`src/rtl/serial_add_sub_pkg.sv`:
```
// Shared types and elaboration helpers for the chunked serial adder/subtractor.
package adder_pkg;

    // Sequencer states: waiting, stepping through chunks, result just produced
    typedef enum logic [1:0] {
        IDLE = 2'd0,
        RUN  = 2'd1,
        DONE = 2'd2
    } state_t;

    // Ceiling log2, usable in constant expressions
    function automatic int clog2(input int value);
        int result;
        result = 0;
        for (int i = 0; i < 31; i++) begin
            if ((1 << i) < value) begin
                result = i + 1;
            end
        end
        return result;
    endfunction

    // Chunk index width; a single-chunk build still needs a one-bit index
    function automatic int idxWidth(input int numChunks);
        return (clog2(numChunks) < 1) ? 1 : clog2(numChunks);
    endfunction

    // Legal parameter combinations: WIDTH >= 2, CHUNK >= 1, CHUNK divides WIDTH
    function automatic bit chunkingValid(input int width, input int chunk);
        return (width >= 2) && (chunk >= 1) && ((width % chunk) == 0);
    endfunction

endpackage

```
`src/rtl/serial_add_sub_chunk_adder.sv`:
```
// Combinational CHUNK-bit ripple adder used for one slice per clock.
module chunk_adder
    import adder_pkg::*;
#(
    parameter int CHUNK = 4
) (
    input  logic [CHUNK-1:0] a,
    input  logic [CHUNK-1:0] b,
    input  logic             cin,
    output logic [CHUNK-1:0] s,
    output logic             cout,
    output logic             c_msb_in
);

    logic [CHUNK:0] carryChain;

    assign carryChain[0] = cin;

    // Ripple chain of full-adder cells, one per bit of the slice
    for (genvar i = 0; i < CHUNK; i++) begin : fullAdder
        assign s[i]              = a[i] ^ b[i] ^ carryChain[i];
        assign carryChain[i + 1] = (a[i] & b[i]) | (carryChain[i] & (a[i] ^ b[i]));
    end

    // The carry into the top bit is what the signed-overflow flag needs
    assign cout     = carryChain[CHUNK];
    assign c_msb_in = carryChain[CHUNK-1];

endmodule

```
`src/rtl/serial_add_sub.sv`:
```
// Multi-cycle two's-complement adder/subtractor, CHUNK bits per clock with a
// registered carry between slices and a start/busy/done handshake.
module serial_add_sub
    import adder_pkg::*;
#(
    parameter int WIDTH = 8,
    parameter int CHUNK = 4
) (
    input  logic             clk,
    input  logic             rst_n,
    input  logic             start,
    input  logic             sub,
    input  logic [WIDTH-1:0] a,
    input  logic [WIDTH-1:0] b,
    output logic             busy,
    output logic             done,
    output logic [WIDTH-1:0] sum,
    output logic             cout,
    output logic             over
);

    localparam int N    = WIDTH / CHUNK;
    localparam int IDXW = idxWidth(N);
    localparam logic [IDXW-1:0] LAST = IDXW'(N - 1);

    if (!chunkingValid(WIDTH, CHUNK)) begin : badParams
        $error("serial_add_sub: WIDTH must be >= 2 and a multiple of CHUNK");
    end

    state_t           state;
    logic [WIDTH-1:0] opA;
    logic [WIDTH-1:0] opB;
    logic             carry;
    logic [IDXW-1:0]  idx;

    logic [CHUNK-1:0] chunkA;
    logic [CHUNK-1:0] chunkB;
    logic [CHUNK-1:0] chunkSum;
    logic             chunkCout;
    logic             chunkMsbIn;

    assign chunkA = opA[int'(idx) * CHUNK +: CHUNK];
    assign chunkB = opB[int'(idx) * CHUNK +: CHUNK];

    chunk_adder #(
        .CHUNK (CHUNK)
    ) sliceAdder (
        .a        (chunkA),
        .b        (chunkB),
        .cin      (carry),
        .s        (chunkSum),
        .cout     (chunkCout),
        .c_msb_in (chunkMsbIn)
    );

    // Sequencer: accept operands when not busy, add one slice per edge, flag the result
    always_ff @(posedge clk) begin
        if (!rst_n) begin
            state <= IDLE;
            busy  <= 1'b0;
            done  <= 1'b0;
            sum   <= '0;
            cout  <= 1'b0;
            over  <= 1'b0;
            idx   <= '0;
            carry <= 1'b0;
            opA   <= '0;
            opB   <= '0;
        end else begin
            case (state)
                IDLE, DONE: begin
                    done <= 1'b0;
                    if (start) begin
                        opA   <= a;
                        opB   <= b ^ {WIDTH{sub}};
                        carry <= sub;
                        idx   <= '0;
                        sum   <= '0;
                        cout  <= 1'b0;
                        over  <= 1'b0;
                        busy  <= 1'b1;
                        state <= RUN;
                    end else begin
                        state <= IDLE;
                    end
                end
                RUN: begin
                    sum[int'(idx) * CHUNK +: CHUNK] <= chunkSum;
                    carry <= chunkCout;
                    idx   <= idx + 1'b1;
                    if (idx == LAST) begin
                        cout  <= chunkCout;
                        over  <= chunkMsbIn ^ chunkCout;
                        busy  <= 1'b0;
                        done  <= 1'b1;
                        state <= DONE;
                    end
                end
                default: begin
                    busy  <= 1'b0;
                    done  <= 1'b0;
                    state <= IDLE;
                end
            endcase
        end
    end

endmodule
```
`config.mk`:
```
export PLATFORM = sky130hd
export DESIGN_NAME = serial_add_sub
export DESIGN_NICKNAME = d
export VERILOG_FILES = /design/src/rtl/serial_add_sub_pkg.sv /design/src/rtl/serial_add_sub_chunk_adder.sv /design/src/rtl/serial_add_sub.sv
export SDC_FILE = /design/constraint.sdc
export NUM_CORES = 1
export LEC_CHECK = 0
export BUFFER_PORTS_ARGS = -buffer_cell sky130_fd_sc_hd__buf_2
export CORE_ASPECT_RATIO = 1.2
export CORE_MARGIN = 2
export CORE_UTILIZATION = 57
export CTS_CLUSTER_DIAMETER = 200
export DETAILED_ROUTE_END_ITERATION = 10
export PLACE_DENSITY = 0.83
export SKIP_LAST_GASP = 1
export SYNTH_ARGS = -nofsm -noshare
export SYNTH_HDL_FRONTEND = slang
export SYNTH_SLANG_ARGS = --single-unit
```
`constraint.sdc`:
```
create_clock -name clk -period 4.1 [get_ports clk]
set_clock_uncertainty 0.1 [all_clocks]
set_input_delay 0.82 -clock clk [delete_from_list [all_inputs] [get_ports clk]]
set_output_delay 0.82 -clock clk [all_outputs]
set_load 0.02 [all_outputs]
```
# Yosys cells after proc, flatten, opt, wreduce, memory -nomap -nowiden
# Cells that the tools add are included.
[classes]
addsub = 2
eq_ne = 4
shifts = 4
n_mux = 17
n_bitwise = 22
n_reduce_logical = 8
[op_table]
columns = ["cell", "count"]
rows = [
  ["3-bit negator with 33-bit output", 1],
  ["4-bit by 33-bit variable shift with 8-bit output (first input constant)", 1],
  ["4-bit by 33-bit indexed part select with 8-bit output", 1],
  ["8-bit one-hot mux with 2 select lines", 1],
  ["8-bit by 4-bit indexed part select with 4-bit output", 2],
  ["1-bit one-hot mux with 2 select lines", 5],
  ["1-bit XOR", 9],
  ["1-bit AND", 8],
  ["8-bit bitwise mux", 1],
  ["8-bit two-way mux", 1],
  ["2-bit AND reduction", 4],
  ["8-bit XOR", 1],
  ["1-bit two-way mux", 7],
  ["2-bit inequality test (second input constant)", 2],
  ["1-bit bitwise OR", 4],
  ["2-bit one-hot mux with 2 select lines", 1],
  ["3-bit AND reduction", 1],
  ["2-bit by 1-bit == test with 1-bit output (second input constant)", 1],
  ["2-bit == test (second input constant)", 1],
  ["2-bit zero test", 1],
  ["2-bit two-way mux", 1],
  ["2-bit nonzero test", 1],
  ["2-bit OR reduction", 1],
  ["1-bit adder (second input constant)", 1],
]
[word_totals]
regBits = 32
in_bits = 20
elab_cells = 67

# Longest topological paths before layout
[logic_depth]
ltp_word = 13
mapped_depth = 12
depth_no_buf = 11

# Cells and area by module
# A second synthesis with hierarchy kept.
[hier_totals]
hier_cells = 163
hier_area_um2 = 1500.2
[modules_own_cells]
columns = ["mod", "instances", "cells_each", "area_each_um2"]
rows = [
  ["serial_add_sub", 1, 151, 1390.1],
  ["chunk_adder", 1, 12, 110.1],
]

# Worst setup path before layout
# No wires, ideal clock.
[synth_path]
path_type = "reg2reg"
from = "reg idx"
to = "reg over"
setup_ns = 0.076
arrival_ns = 2.431
required_time_ns = 3.924
slack_ns = 1.493
path_stages_with_launch = 13
synth_period_minus_slack_ns = 2.607
cell_sequence = "dfxtp_1 > buf_2 > mux2i_1 > fa_1 > inv_1 > fa_1 > inv_1 > fa_1 > inv_1 > fa_1 > xnor2_1 > nand2_1 > a21boi_0"
[synth_via]
elab_chain_len = 13
[synth_lines]
columns = ["element", "line", "rtl"]
rows = [
  ["start: declaration", "serial_add_sub.sv:34", "logic [IDXW-1:0] idx;"],
  ["start signal: assignment", "serial_add_sub.sv:90", "idx <= idx + 1'b1;"],
  ["8-bit by 4-bit indexed part select with 4-bit output (on tied branches)", "serial_add_sub.sv:42, serial_add_sub.sv:43", ""],
  ["1-bit XOR", "serial_add_sub_chunk_adder.sv:22", "assign carryChain[i + 1] = (a[i] & b[i]) | (carryChain[i] & (a[i] ^ b[i]));"],
  ["1-bit AND", "serial_add_sub_chunk_adder.sv:22", ""],
  ["1-bit bitwise OR", "serial_add_sub_chunk_adder.sv:22", ""],
  ["1-bit AND", "serial_add_sub_chunk_adder.sv:22", ""],
  ["1-bit bitwise OR", "serial_add_sub_chunk_adder.sv:22", ""],
  ["1-bit AND", "serial_add_sub_chunk_adder.sv:22", ""],
  ["1-bit bitwise OR", "serial_add_sub_chunk_adder.sv:22", ""],
  ["1-bit AND", "serial_add_sub_chunk_adder.sv:22", ""],
  ["1-bit bitwise OR", "serial_add_sub_chunk_adder.sv:22", ""],
  ["1-bit XOR", "serial_add_sub.sv:93", "over <= chunkMsbIn ^ chunkCout;"],
  ["1-bit two-way mux", "serial_add_sub.sv:91", "if (idx == LAST) begin"],
  ["1-bit one-hot mux with 2 select lines", "serial_add_sub.sv:70", "case (state)"],
  ["end signal: assignment", "serial_add_sub.sv:93", ""],
  ["end: declaration", "serial_add_sub.sv:19", "output logic over"],
]
# Parallel ways exist; a longest one is shown, timed or not. The select of a mux whose other input is x is not followed.
# A chain may end at the register's enable or synchronous reset.

# Final worst setup path
# Same ends and word-level chain as after synthesis.

==> out/metrics.csv <==
metric;value;unit
Clk pwr share;29.3;%
final wirelength;2.74;mm
NetSw;0.170;mW
Worst setup EP type;flop;
number of remaining DRC errors;0;
Hold Slack;0.372;ns
Reg2Reg Launch Point;idx;
die width;50.4;um
vias in the first global route;1041;
sequential area share after synthesis;43.5;%
Syn. warnings;0;
Req. time, crit path;4.26;ns
cell count of the worst reg-to-reg path;11;
CTS Buf Count;5;
initial antenna violation count;0;
Pleak;0.779;nW
Layout fillers;223;
Hold EP;opA[6];
clock net sink count;32;
die footprint;0.00301;sq mm
Slew Limit Fails;0;
routability congestion estimate;0.817;
CP Max Fanout;14;
post-CTS repair timing setup buffer count;0;
post-synthesis register bit count;32;
clock buffer depth;2;
CTS Root Cell;clkbuf_4;
routed len/inst;12.5;um
cell accounting for the most synthesized area;dfxtp_1;
hold path depth;2;
Sw Ratio;26.9;%
Max-cap violations;0;
Initial Util;58.8;%
via density per instance;5.24;
actual slew at the worst max-slew pin;0.722;ns
Iter 0 DRT Violations;18;
Core ar.;0.00250;sq mm
Rows;20;
n_diodes;0;
share of power burned in registers;54.5;%
# IOs;32;
Comb pwr share;16.3;%
fmax;350;MHz
area of the mapped netlist;0.00147;sq mm
Final setup violation count;0;
Min-Delay Path Class;reg2reg;
Slew HR;51.8;%
Port Buf Inserts;31;
Worst setup SP type;flop;
post-CTS sizing;0;
synth-to-layout area growth;14.3;%
Worst EP arrival;3.02;ns
total negative slack;0;ns
CTS Hold Buffers Added;0;
final layout net count;209;
Syn Area/Cell;9.37;sq um
via count;1147;
RSZ-0062 raised after global routing;no;
PD cells;376;mW/mm^2
Hold Vio Cnt, Final;0;
DRT antenna net count;0;
r2r endpoint;over;
1st-pass router iterations;4;
outcome;finished clean;
first-pass GRT wire length;4.62;mm
internal power;0.462;mW
VDD IR max;266;uV
min-delay src;opA[6];
post-synth cell types;27;
Worst-path clk slew;0.09;ns
H-tree Lvls;2;
largest net degree at the start of global routing;33;
CTS tree;built;
Yosys top cell area share;43.5;%
final worst-path cycle share;69.7;%
Synth Net Count;181;
Post-Synthesis Cells;157;
layout cell share with drive strength beyond 1;22.6;%
worst skew pair latency;0.32;ns
GRT Residual Overflow;0;
Setup CP Type;reg2reg;
Die Y-Extent;59.7;um
largest cells by area after synthesis;dfxtp_1, a21boi_0, nand2_1, fa_1, o211a_1;
dpl hpwl;1.92;mm
crit path time final;2.86;ns
reg-to-reg slack, setup;1.24;ns
GRT Total Usage;21.5;%
cells in the mapped netlist:
cell and n:
or3b_1 1, nand2b_1 2, mux2_2 4, buf_2 2, inv_1 5, o21ai_0 2
nor2b_1 1, nand2_1 30, a21boi_0 17, and3_1 4, clkbuf_1 7, nor2_1 5
and3b_1 1, clkbuf_2 1, and2_1 1, o21a_1 4, o211a_1 8, nor3b_1 1
nand3_1 8, buf_6 1, a2bb2oi_1 1, nand3b_1 1, mux2i_1 4, fa_1 4
a21oi_1 1, xnor2_1 9, dfxtp_1 32
per-stage QoR:
| stage | instance area [sq um] | instances | worst slack [ns] | util (%) | power, mW |
|---|---|---|---|---|---|
| finish | 1680 | 219 | 1.24 | 67.2 | 0.632 |
| global route | 1680 | 219 | 0.937 | 67.2 | 0.665 |
| CTS | 1680 | 219 | 1.19 | 67.2 | 0.638 |
| detailed placement | 1620 | 211 | 1.21 | 64.9 | 0.455 |
| global placement | 1620 | 211 | 1.34 | 64.9 | 0.451 |
| floorplan | 1470 | 157 | 1.49 | - | 0.426 |
final cells by class:
class / count / area [sq um] / share of cell area [%]
clock buffers: 8 / 58.8 / 3.50
well taps: 33 / 41.3 / 2.46
multi-input cells: 109 / 759 / 45.2
inverters: 5 / 18.8 / 1.12
repair buffers: 32 / 163 / 9.67
flip-flops and latches: 32 / 641 / 38.1
routing by layer:
| layer | track usage, % | vias to the layer above | share of wire [%] |
|---|---|---|---|
| li1 | - | 581 | - |
| met1 | 24.0 | 539 | 45 |
| met2 | 36.7 | 23 | 49 |
| met3 | 8.25 | 4 | 4.3 |
| met4 | 9.27 | 0 | 1.1 |
| met5 | 0 | - | 0 |
flip-flops by register name, indices dropped and copies added, names as in the netlist:
name and count:
over 1, state 2, cout 1, sum 8, opB 8, carry 1, opA 8, done 1
busy 1, idx 1
layout by cell type (no fill, tap or decap), types with 5 or more instances in the layout:
cell,count
dfxtp_1,32
xnor2_1,9
inv_1,5
clkbuf_4,5
o211a_1,8
nand3_1,8
a21boi_0,17
nand2_1,30
nor2_1,5
buf_2,31
worst max-delay path by stage:
stage	startpoint	endpoint	slack, ns
after floorplan	idx	over	1.49
after global placement	idx	over	1.34
after detailed placement	idx	over	1.21
after global routing	idx	over	0.94
after CTS	idx	over	1.19
final	idx	over	1.24
power by group through the flow:
stage	Clock [mW]	Sequential [mW]	Combinational [mW]
floorplan	0	0.351	0.0757
global placement	0	0.350	0.101
detailed placement	0	0.351	0.104
CTS	0.190	0.344	0.104
global route	0.202	0.347	0.117
finish	0.185	0.344	0.103
worst max-delay path: stages, from the launching register on:
cell      delay (ns)
dfxtp_1         0.67
mux2i_1         0.31
fa_1            0.20
inv_1           0.05
fa_1            0.35
inv_1           0.07
fa_1            0.20
inv_1           0.06
fa_1            0.42
xnor2_1         0.15
nand2_1         0.07
a21boi_0        0.15
kinds of logic after synthesis:
family          count (synthesis)  synth area share, %
flops                          32                 43.5
simple gates                   55                 17.3
compound gates                 33                 17.8
mux                             8                 5.78
xor+xnor                        9                 5.36
buf+inv                        16                 4.85
fa+ha+maj                       4                 5.44
No activity file was read; power rests on OpenSTA's default activity.
